==> src/rtl/branch_pkg.sv <==
// branch_pkg: shared definitions for the branch resolution controller.
//   - ctr_e    : 2-bit predictor counter encodings (SNT/WNT/WT/ST)
//   - fsm_e    : controller FSM states (IDLE/TRACK/FULL/RECOVER)
//   - PCSEL_*  : PC-mux select codes used by the fetch stage
//   - sat_update(): saturating 2-bit counter step
package branch_pkg;

    typedef enum logic [1:0] {
        CTR_SNT = 2'b00,
        CTR_WNT = 2'b01,
        CTR_WT  = 2'b10,
        CTR_ST  = 2'b11
    } ctr_e;

    typedef enum logic [1:0] {
        IDLE    = 2'b00,
        TRACK   = 2'b01,
        FULL    = 2'b10,
        RECOVER = 2'b11
    } fsm_e;

    localparam logic [1:0] PCSEL_PC4 = 2'b00;
    localparam logic [1:0] PCSEL_TGT = 2'b01;
    localparam logic [1:0] PCSEL_RBK = 2'b10;

    // Step is done one bit wider so both overflow (3+1=4) and underflow
    // (0-1 wraps to 3'b111) show up in bit 2, then clamp to the rail.
    function automatic logic [1:0] sat_update(input logic [1:0] st, input logic taken);
        logic [2:0] wide;
        wide = taken ? ({1'b0, st} + 3'd1) : ({1'b0, st} - 3'd1);
        if (wide[2])
            return taken ? CTR_ST : CTR_SNT;
        return wide[1:0];
    endfunction

endpackage

==> src/rtl/branch_inflight_fifo.sv <==
// branch_inflight_fifo: DEPTH x W queue of in-flight branch predictions.
// Ports:
//   clk_i, rst_i (async active-low)
//   push_i/din_i   : append an entry
//   pop_i          : drop the head entry
//   flush_i        : discard every entry (overrides push/pop)
//   dout_o         : head entry, read combinationally so the resolving
//                    branch can be compared in the same cycle
//   full_o, empty_o, count_o : occupancy
// Push while full is only legal together with a pop (caller guarantees).
module branch_inflight_fifo #(
    parameter int DEPTH = 2,
    parameter int W     = 33
) (
    input  logic                       clk_i,
    input  logic                       rst_i,
    input  logic                       push_i,
    input  logic                       pop_i,
    input  logic                       flush_i,
    input  logic [W-1:0]               din_i,
    output logic [W-1:0]               dout_o,
    output logic                       full_o,
    output logic                       empty_o,
    output logic [$clog2(DEPTH):0]     count_o
);
    localparam int PW = $clog2(DEPTH);

    logic [W-1:0]  mem_q [DEPTH];
    logic [PW-1:0] wr_q, rd_q;
    logic [PW:0]   cnt_q;

    // Storage carries no reset; validity is tracked by the pointers.
    always_ff @(posedge clk_i) begin
        if (push_i && !flush_i)
            mem_q[wr_q] <= din_i;
    end

    // Pointers are log2(DEPTH) wide, so wrap modulo DEPTH is implicit.
    always_ff @(posedge clk_i or negedge rst_i) begin
        if (!rst_i) begin
            wr_q  <= '0;
            rd_q  <= '0;
            cnt_q <= '0;
        end else if (flush_i) begin
            wr_q  <= '0;
            rd_q  <= '0;
            cnt_q <= '0;
        end else begin
            if (push_i) wr_q <= wr_q + 1'b1;
            if (pop_i)  rd_q <= rd_q + 1'b1;
            cnt_q <= cnt_q + (PW+1)'(push_i) - (PW+1)'(pop_i);
        end
    end

    assign dout_o  = mem_q[rd_q];
    assign full_o  = (cnt_q == (PW+1)'(DEPTH));
    assign empty_o = (cnt_q == '0);
    assign count_o = cnt_q;

endmodule

==> src/rtl/branch_resolve_ctrl.sv <==
// branch_resolve_ctrl: tracks 2-bit predictor decisions from ID to EX,
// issues the predictor update on resolution, and requests rollback/flush
// on a misprediction.
// Optional feature macro: BRANCH_STATS_EN (adds stat_br_o / stat_mis_o).
// Ports:
//   clk_i, rst_i (async active-low), stall_i
//   id_branch_i, state_i, id_target_i, id_pc4_i : prediction made in ID
//   ex_valid_i, ex_taken_i                       : oldest branch resolves
//   update_o/update_valid_o : predictor load (registered)
//   rbk_o/rbk_addr_o/flush_o: misprediction recovery (registered pulse)
//   stall_req_o             : queue full with a new ID branch waiting
//   err_o                   : sticky, resolve with nothing in flight
module branch_resolve_ctrl
    import branch_pkg::*;
#(
    parameter int DEPTH = 2,
    parameter int AW    = 32
) (
    input  logic          clk_i,
    input  logic          rst_i,
    input  logic          stall_i,
    input  logic          id_branch_i,
    input  logic [1:0]    state_i,
    input  logic [AW-1:0] id_target_i,
    input  logic [AW-1:0] id_pc4_i,
    input  logic          ex_valid_i,
    input  logic          ex_taken_i,
    output logic [1:0]    update_o,
    output logic          update_valid_o,
    output logic          rbk_o,
    output logic [AW-1:0] rbk_addr_o,
    output logic          flush_o,
    output logic          stall_req_o,
`ifdef BRANCH_STATS_EN
    output logic [31:0]   stat_br_o,
    output logic [31:0]   stat_mis_o,
`endif
    output logic          err_o
);
    localparam int CW = $clog2(DEPTH) + 1;

    fsm_e          state_q, state_d;
    logic [AW:0]   head, entry;
    logic          full, empty;
    logic [CW-1:0] count, count_next;
    logic          pop, mis, pop_ok, push, in_recover;

    logic [1:0]    update_q;
    logic          update_valid_q, rbk_q, flush_q, err_q;
    logic [AW-1:0] rbk_addr_q;

    // Entry layout: {pred, alt}; alt is the path we did NOT predict.
    assign entry = {state_i[1], (state_i[1] ? id_pc4_i : id_target_i)};

    assign in_recover = (state_q == RECOVER);
    assign pop        = ex_valid_i & ~stall_i & ~empty;
    assign mis        = pop & (ex_taken_i != head[AW]);
    assign pop_ok     = pop & ~mis;
    // A correct pop frees a slot this cycle, so a full queue may still
    // accept the waiting ID branch. A mispredict kills the wrong-path push.
    assign push = id_branch_i & ~stall_i & ~in_recover & ~mis & (~full | pop_ok);

    assign count_next = mis ? '0 : (count + CW'(push) - CW'(pop_ok));

    branch_inflight_fifo #(
        .DEPTH (DEPTH),
        .W     (AW + 1)
    ) u_fifo (
        .clk_i   (clk_i),
        .rst_i   (rst_i),
        .push_i  (push),
        .pop_i   (pop_ok),
        .flush_i (mis),
        .din_i   (entry),
        .dout_o  (head),
        .full_o  (full),
        .empty_o (empty),
        .count_o (count)
    );

    always_ff @(posedge clk_i or negedge rst_i) begin
        if (!rst_i) state_q <= IDLE;
        else        state_q <= state_d;
    end

    always_comb begin
        state_d     = state_q;
        stall_req_o = 1'b0;
        if (state_q == FULL)
            stall_req_o = id_branch_i & ~pop_ok;
        if (!stall_i) begin
            if (mis)
                state_d = RECOVER;
            else if (in_recover || count_next == '0)
                state_d = IDLE;
            else if (count_next == CW'(DEPTH))
                state_d = FULL;
            else
                state_d = TRACK;
        end
    end

    always_ff @(posedge clk_i or negedge rst_i) begin
        if (!rst_i) begin
            update_q       <= CTR_ST;
            update_valid_q <= 1'b0;
            rbk_q          <= 1'b0;
            rbk_addr_q     <= '0;
            flush_q        <= 1'b0;
            err_q          <= 1'b0;
        end else begin
            update_valid_q <= pop;
            rbk_q          <= mis;
            flush_q        <= mis;
            if (pop)
                update_q <= sat_update(state_i, ex_taken_i);
            if (mis)
                rbk_addr_q <= head[AW-1:0];
            if (ex_valid_i && !stall_i && empty)
                err_q <= 1'b1;
        end
    end

    assign update_o       = update_q;
    assign update_valid_o = update_valid_q;
    assign rbk_o          = rbk_q;
    assign rbk_addr_o     = rbk_addr_q;
    assign flush_o        = flush_q;
    assign err_o          = err_q;

`ifdef BRANCH_STATS_EN
    logic [31:0] stat_br_q, stat_mis_q;

    always_ff @(posedge clk_i or negedge rst_i) begin
        if (!rst_i) begin
            stat_br_q  <= '0;
            stat_mis_q <= '0;
        end else begin
            if (pop && stat_br_q != '1)
                stat_br_q <= stat_br_q + 32'd1;
            if (mis && stat_mis_q != '1)
                stat_mis_q <= stat_mis_q + 32'd1;
        end
    end

    assign stat_br_o  = stat_br_q;
    assign stat_mis_o = stat_mis_q;
`endif

endmodule

==> config.mk <==
export PLATFORM = sky130hd
export DESIGN_NAME = branch_resolve_ctrl
export DESIGN_NICKNAME = d
export VERILOG_FILES = /design/src/rtl/branch_pkg.sv /design/src/rtl/branch_inflight_fifo.sv /design/src/rtl/branch_resolve_ctrl.sv
export SDC_FILE = /design/constraint.sdc
export NUM_CORES = 1
export LEC_CHECK = 0
export CAP_MARGIN = 20
export CORE_MARGIN = 8
export CORE_UTILIZATION = 30
export CTS_CLUSTER_DIAMETER = 150
export DETAILED_ROUTE_END_ITERATION = 12
export GPL_TIMING_DRIVEN = 0
export PLACE_DENSITY = 0.59
export SLEW_MARGIN = 15
export SYNTH_ARGS = -nofsm -noshare
export SYNTH_HDL_FRONTEND = slang
export SYNTH_SLANG_ARGS = --single-unit
==> constraint.sdc <==
create_clock -name clk_i -period 5.22 [get_ports clk_i]
set_input_delay 0.783 -clock clk_i [delete_from_list [all_inputs] [get_ports clk_i]]
set_output_delay 0.783 -clock clk_i [all_outputs]
set_load 0.01 [all_outputs]
==> results of run 1 <==
==> final cells by class <==
type | count | area [sq um]
Buffer | 19 | 97.59
Multi-Input combinational cell | 165 | 1294
Inverter | 8 | 30.03
Tap cell | 184 | 230.2
Clock buffer | 10 | 229.0
Clock inverter | 6 | 38.79
Timing Repair Buffer | 117 | 1172
Fill cell | 1383 | 8382
Sequential cell | 109 | 3060
==> registers in the layout, summed over array words and instances, names as in the netlist <==
| register | flops |
|---|---|
| u_fifo.count_o | 2 |
| u_fifo.mem_q | 66 |
| state_q | 2 |
| flush_o | 1 |
| u_fifo.wr_q | 1 |
| rbk_addr_o | 32 |
| u_fifo.rd_q | 1 |
| update_o | 2 |
| err_o | 1 |
| update_valid_o | 1 |
==> per-layer routing <==
| layer | vias to the layer above | share of wire, % | global-route usage (%) |
|---|---|---|---|
| met5 | - | 0 | 0 |
| met4 | 0 | 1.5 | 4.462 |
| met3 | 12 | 5.3 | 3.151 |
| met2 | 84 | 49 | 19.24 |
| met1 | 1413 | 44 | 13.41 |
| li1 | 1365 | - | - |
==> kinds of logic after synthesis <==
logic type,count (synthesis),share of synthesized area [%]
flops,109,68.44
compound gates,73,8.450
mux,67,16.03
buf+inv,27,2.854
simple gates,17,1.819
xor+xnor,4,0.9515
fa+ha+maj,4,1.455
==> synth_stat cells (all sizes together), types with 2 or more instances <==
cell type | n | area share (%)
edfxtp | 66 | 44
mux2i | 33 | 7.5
nor3b | 2 | 0.34
dfrtp | 41 | 23
a21oi | 67 | 7.5
o21ai | 2 | 0.22
mux2 | 34 | 8.6
buf | 13 | 1.7
xnor2 | 3 | 0.76
nor2 | 5 | 0.42
fa | 2 | 0.90
clkbuf | 6 | 0.50
dfstp | 2 | 1.2
nor3 | 2 | 0.22
ha | 2 | 0.56
nand2 | 6 | 0.56
inv | 8 | 0.67
==> cells in the final DEF (no fill, tap or decap), types with 2 or more instances in the layout <==
| master | n |
|---|---|
| a21oi_1 | 67 |
| buf_1 | 4 |
| buf_2 | 7 |
| buf_4 | 6 |
| buf_6 | 3 |
| clkbuf_1 | 7 |
| clkbuf_16 | 9 |
| clkdlybuf4s50_1 | 109 |
| clkinv_2 | 2 |
| dfrtp_1 | 41 |
| dfstp_2 | 2 |
| edfxtp_1 | 66 |
| fa_1 | 2 |
| ha_1 | 2 |
| inv_1 | 6 |
| inv_2 | 2 |
| mux2_2 | 34 |
| mux2i_1 | 32 |
| nand2_1 | 5 |
| nor2_1 | 5 |
| o21ai_0 | 2 |
| xnor2_1 | 2 |
==> path summary, 6_finish.rpt <==
check                                  from  cells after the start              to  slack, ps
worst max register to register  u_fifo.rd_q                     12      state_q[1]       2470
max in group asynchronous             rst_i                      2     update_o[0]       4150
worst min register to register        err_o                      1           err_o        460
min in group clk_i                    err_o                      1           err_o        460
worst min-delay path                  rst_i                      1  rbk_addr_o[22]        460
worst max-delay path             ex_taken_i                      5     stall_req_o       1790
==> critical path, stage by stage <==
cell and delay (ps):
clkdlybuf4s50_1 480, xnor2_2 460, nor2_1 140, nor3_1 220, clkdlybuf4s50_1 570
==> power groups by stage <==
| stage | combinational, uW | clock (uW) | sequential, uW |
|---|---|---|---|
| 2_1_floorplan | 438 | 0 | 1330 |
| 3_3_place_gp | 972 | 0 | 1290 |
| 3_5_place_dp | 1010 | 0 | 1290 |
| 4_1_cts | 1010 | 640 | 1270 |
| 5_1_grt | 1080 | 677 | 1300 |
| 6_report | 992 | 617 | 1270 |
==> through the flow <==
stage / hold WS [ps] / cells / util [%] / power (uW)
6_report: 457.3 / 618 / 42.33 / 2879
5_1_grt: 485.9 / 618 / 42.33 / 3058
4_1_cts: 463.4 / 618 / 42.33 / 2928
3_5_place_dp: 447.2 / 602 / 40.49 / 2297
3_3_place_gp: 443.0 / 595 / 39.93 / 2263
2_1_floorplan: 486.2 / 301 / - / 1771
==> results.toml, run 1 <==
[clocking]
tritoncts = "yes"
clock_tree.buffer_depth = 2
post_cts_resized = 0
clkLatencyLatePin_ps = 340
cts.root.buffer_cell = "clkbuf_16"
clk_transition_reported_paths_ps = 70
cts_max_level = 3
cts_made_buffers = 9
post-cts-setup-buffer-count = 0
holdBufCountCts = 0
cts_num_sinks = 109

[synth]
synth-edff-count = 66
syn_inst = 301
async_flop_share_pct = 39.45
synth_cell_types = 31
flip_flop_and_latch_count_after_synthesis = 109
synth_nets = 377
number_of_warning_messages_in_the_yosys_log = 0
syn_area_per_cell_sq_um = 14.86
synth-seq-area-share_pct = 68.44
post_synth_instance_area_sq_um = 4472
synth_top_flop_cell = "edfxtp_1"

[power]
clock_power_share_pct = 21.4
switching_share_pct = 31.03
power_frac_seq_pct = 44.1
static-leakage-power_uw = 0.002287
p_per_area_nw_per_um2 = 468.0
switchingPower_uw = 893.3
p_int_uw = 1986
combinationalPowerShare_pct = 34.5
vdd_ir_drop_max_v = 0.0001762

[global_routing]
number_of_global_route_vias_before_repair = 3109
grt_first_pass_wirelength_um = 17090
grt_max_degree = 25
antenna_found_initial = 0
overflow = 0
groute.usage.overall_pct = 11.38

[detailed_routing]
firstDrtPassIters = 4
postRouteAntennaNets = 0
routed_wl_um = 10720
drc = 0
drt-wirelength-per-cell_um = 17.35
dr.first_iter.drc_count = 159
drt-vias-per-instance = 4.650
routed-via-count = 2874

[place]
place.gp.congestion = 0.7675
place_ws_ps = 1676
place.port_buffers = 110
place_hpwl_um = 8041
area_post_placement_sq_um = 5884

[critical_path]
crit_required_ps = 4440
crit_path_end_kind = "output pin"
setup.worst_path.start_class = "primary input"
critical_path_data_arrival_time_ps = 2650
setup.worst_path.class = "primary input to output pin"
worstPathMaxFanout = 7

[sta]
slew_headroom_pct = 26.42
timing.final.setup_violations = 0
report.final.slew_viol_count = 0
skew_ps = 4.323
max_freq_mhz = 291.4
hold_viol_final = 0
fin_setup_tns_ps = 0
fin_crit_ps = 3432
setup_slack_ps = 1788
period_share_pct = 65.74
rsz_0062_raised_after_global_routing = "no"
max_slew.worst_pin.slew_ps = 1090

[final_layout]
antenna_cells = 0
postLayoutCellArea_sq_um = 6152
net_count_final = 505
post_route_cells_drive_above_1_share_pct = 17.05
layout_area_overhead_pct = 37.58

[die]
fp.dieArea_sq_um = 19070
placeableCoreArea_sq_um = 14530
die_h_um = 138.1
effective_utilization_at_floorplan_pct = 30.77
die_width_um = 138.1
floorplan.rows = 44
io_pins = 111

[hold_path]
min_path_type = "primary input to asynchronous set/reset pin"

[flow_run]
drv_cap = 0

[status]
run_status = "finished clean"
Note: power is estimated with default switching activity, not from simulation.
==> run 2, diff against run 1 <==
clock period = 3.2 ns   (was 5.22 ns; I/O delays follow)
==> run 2 against run 1 <==
Final area up 0.35%. Via count down 1.3%. Sequential power up 64%.
==> results.toml, run 2 (synthesis gave the netlist of run 1 again) <==
[critical_path]
setup.worst_path.class = "primary input to output pin"
crit_path_end_kind = "output pin"
setup.worst_path.start_class = "primary input"
reg2regPathDepth = 8
worstPathMaxFanout = 5
worstReg2RegStart = "u_fifo.count_o[0]"
ff2ff_setup_slack_ps = 460
terminus_of_the_critical_flop_to_flop_path = "u_fifo.mem_q[0][26]"
crit_required_ps = 2720
critical_path_data_arrival_time_ps = 2430

[detailed_routing]
drt-vias-per-instance = 4.604
routed_wl_um = 10440
postRouteAntennaNets = 0
dr.max_layer_used = "met4"
routed-wl-met3_um = 543
drc = 0
routed-wl-met2_um = 5084
drt-wirelength-per-cell_um = 16.95
routed-via-count = 2836
met1_routed_wirelength_after_detailed_routing_um = 4684
firstDrtPassIters = 4
dr.first_iter.drc_count = 75

[sta]
rsz_0062_raised_after_global_routing = "no"
slew_headroom_pct = 34.99
hold_slack_ps = 129.9
timing.final.setup_violations = 0
period_share_pct = 90.90
max_freq_mhz = 343.8
fin_setup_tns_ps = 0
report.final.slew_viol_count = 0
skew_ps = 4.749
fin_crit_ps = 2909
max_slew.worst_pin.slew_ps = 960.0
hold_viol_final = 0

[power]
switching_share_pct = 30.56
p_int_uw = 3251
combinationalPowerShare_pct = 34.5
vdd_ir_drop_max_v = 0.0002867
static-leakage-power_uw = 0.002274
clock_power_share_pct = 21.1
overall_power_uw = 4683
switchingPower_uw = 1431
power_frac_seq_pct = 44.4
p_per_area_nw_per_um2 = 758.5

[final_layout]
final_cell_mix = "clkdlybuf4s50_1 (109), a21oi_1 (67), edfxtp_1 (66)"
postLayoutCoreUtil_pct = 42.48
fill_cells = 1396
layout_area_overhead_pct = 38.05
max_reg_flops = 66
final_common_cell = "clkdlybuf4s50_1"
post_route_cells_drive_above_1_share_pct = 16.20
net_count_final = 503
antenna_cells = 0
max_flop_register = "u_fifo.mem_q"
postLayoutCellArea_sq_um = 6173

[global_routing]
grt_max_degree = 24
grt_first_pass_wirelength_um = 16530
number_of_global_route_vias_before_repair = 3150
overflow = 0
groute.usage.overall_pct = 10.90
antenna_found_initial = 0

[clocking]
post-cts-setup-buffer-count = 0
clk_transition_reported_paths_ps = 70
cts.root.buffer_cell = "clkbuf_16"
post_cts_resized = 0
clock_tree.buffer_depth = 2
cts_num_sinks = 109
cts_made_buffers = 9
tritoncts = "yes"
holdBufCountCts = 0
cts_max_level = 3
clkLatencyLatePin_ps = 330

[die]
die_width_um = 138.1
effective_utilization_at_floorplan_pct = 30.77
die_h_um = 138.1
fp.dieArea_sq_um = 19070
io_pins = 111
floorplan.rows = 44
placeableCoreArea_sq_um = 14530

[place]
place.port_buffers = 110
area_post_placement_sq_um = 5913
place.gp.congestion = 0.7026
place_hpwl_um = 7694

[status]
run_status = "finished clean"

[flow_run]
drv_cap = 0

[hold_path]
min_path_type = "primary input to asynchronous set/reset pin"
## run 2: layout make-up
class                   count  area [sq um]  area share, %
inverters                   8         30.03         0.4864
multi-input cells         165          1306          21.16
clock buffers              11         232.7          3.770
flip-flops and latches    109          3060          49.57
clock inverters             5         27.53         0.4459
well taps                 184         230.2          3.729
plain buffers              19         97.59          1.581
repair buffers            115          1189          19.25
## run 2: power by group through the flow
stage	Clock (uW)	Combinational (uW)	Sequential (uW)
6_report	988	1620	2080
2_1_floorplan	0	718	2170
4_1_cts	1020	1660	2080
5_1_grt	1080	1770	2120
3_3_place_gp	0	1570	2110
3_5_place_dp	0	1650	2110
## run 2: routing by layer
layer,up-vias,track usage [%]
li1,1357,-
met1,1392,13.16
met2,77,18.02
met3,10,3.562
met4,0,3.432
met5,-,0
## run 2: through the flow
stage,worst slack (ps),instances
after detailed placement,-28.10,600
final,291.3,616
after global placement,-1481,595
after global routing,67.96,616
after floorplan,253.1,301
after CTS,307.6,616
## run 2: worst max path at each step
stage	from	cells past startpoint	slack (ps)	end
floorplan	ex_valid_i	7	250	u_fifo.mem_q[1][0]
global placement	stall_i	8	-1480	u_fifo.mem_q[1][27]
detailed placement	stall_i	10	-30	u_fifo.mem_q[0][1]
CTS	stall_i	6	310	stall_req_o
global route	stall_i	6	70	stall_req_o
finish	stall_i	6	290	stall_req_o
## run 2: worst max-delay path, cell delays in order
cell	delay [ps]
clkdlybuf4s50_1	550
nor2b_1	80
o21ai_0	250
nor2_1	220
nor3_1	260
clkdlybuf4s50_1	580
==> run 3, diff against run 2 <==
HOLD_SLACK_MARGIN = 0.08   (was not set)
==> results of run 3 <==
Final layout, timing and power as in run 2 (identical DEF).
==> RTL change (settings of run 3) <==
The 4 states of `fsm_e` get a one-hot encoding in 4 bits.
--- a/src/rtl/branch_pkg.sv
+++ b/src/rtl/branch_pkg.sv
@@ -13,9 +13,9 @@
     } ctr_e;
 
-    typedef enum logic [1:0] {
-        IDLE    = 2'b00,
-        TRACK   = 2'b01,
-        FULL    = 2'b10,
-        RECOVER = 2'b11
+    typedef enum logic [3:0] {
+        IDLE    = 4'b0001,
+        TRACK   = 4'b0010,
+        FULL    = 4'b0100,
+        RECOVER = 4'b1000
     } fsm_e;
 
Function: no difference found for any inputs over 10 cycles, from zero or initial values and one cycle with rst_i low; not proved beyond that.
==> RTL change against run 3 <==
Sequential cell count up 2. Via count up 2.3%. Core utilization down 0.68 points. Final cell count up 1.5%. Non-clock buffer count unchanged. Routed wire length up 4.9%. Critical path depth unchanged. Total power up 3.6%. Sequential share of layout area down 0.41 points. Synthesized area up 3.4%. Final area up 2.5%. Register-to-register slack about the same. Worst setup slack worse by 0.092 ns. Largest cell class unchanged.
==> RTL change: results (changes against run 3) <==
Parameter                              Value

Global routing
  Global Route met1 Usage    0.138 (+0.00681)
  Via count of the first global-routing pass    3241 (+2.9%)
  Wire length of the first global-routing pass    17500 um (+6.0%)

Critical path
  Slowest Stage Delay on Critical Path    0.62 ns (+0.04 ns)
  R2R Path End    u_fifo.mem_q[1][1]
  Depth of the worst register-to-register path    7 (-1)

Pwr
  Leakage power figure    0.00232 uW (+2.2%)
  Power density over the cells    767 nW/um^2 (+1.1%)
  Worst-case vdd ir drop    0.264 mV (-7.9%)

Placed design
  Routability Congestion    0.671 (-4.5%)
  Placed instance count    609 (+1.5%)
  Detailed placer's ending HPWL    7960 um (+3.4%)
  DP Area    6060 um^2 (+2.5%)

Final layout
  Non-clock buffers, area share    0.202 (-0.00633)
  Clock buffer count in the final layout    15 (+4)
  Multi-input combinational area share    0.222 (+0.00999)
  Multi-input gates    168 (+1.8%)
  Fill cell count    1424 (+2.0%)
  Proportion of layout cells with a drive suffix above 1    0.185 (+0.0233)
  Final-layout clock-cell area share    0.0429 (+0.000737)

Timing
  Slew at the pin closest to its max-slew limit    0.966 ns (+0.00586 ns)
  Worst Skew    0.00587 ns (+0.00112 ns)
  Final clock period utilization by the worst path    0.938 (+0.0289)
  Worst Hold Margin    0.123 ns (-0.00697 ns)

Synth
  Commonest cells in the netlist    sky130_fd_sc_hd__edfxtp_1, sky130_fd_sc_hd__a21oi_1, sky130_fd_sc_hd__dfrtp_1
  Number of standard cells after synthesis    306 (+1.7%)
  Number of nets produced by synthesis    382 (+1.3%)
  Part of the Yosys area used for sequential elements    0.673 (-0.0115)
  Leading cell types by total area after synthesis    sky130_fd_sc_hd__edfxtp_1, sky130_fd_sc_hd__dfrtp_1, sky130_fd_sc_hd__mux2_2, sky130_fd_sc_hd__mux2i_1, sky130_fd_sc_hd__a21oi_1

Route
  First DRT Iteration DRCs    119 (+59%)
  Sum of met2 wire segment lengths after detailed routing    5340 um (+5.0%)
  Routed wire length    10900 um (+4.9%)
  Metal-1 WL    4820 um (+2.9%)
  Wirelength per Cell    17.5 um (+3.4%)

Run status
  Result of the run    finished clean
-- RTL change: changes by cell type in the layout (fill, tap and decap cells not counted), sizes merged, moves of 2 or more --
| cell | before | now |
|---|---|---|
| nand2 | 6 | 4 |
| buf | 19 | 15 |
| clkbuf | 17 | 25 |
| a32o | 0 | 2 |
| clkinv | 3 | 1 |
| clkinvlp | 2 | 0 |
| nor2 | 5 | 7 |
-- RTL change: report_power, final --
group	switching (uW)	internal (uW)	leakage, uW
clock	472	570	0.000132
sequential	204	1920	0.00111
combinational	809	874	0.00108
total	1480	3370	0.00232
-- RTL change: logic make-up after synthesis --
kind of cell             Yosys count  synth area share
multiplexers                      67             0.157
adder cells (fa/ha/maj)            4            0.0141
XOR/XNOR                           4            0.0116
AO/OA/AOI/OAI                     72            0.0909
buffers and inverters             27            0.0287
AND/OR/NAND/NOR                   21            0.0249
flip-flops                       111             0.673
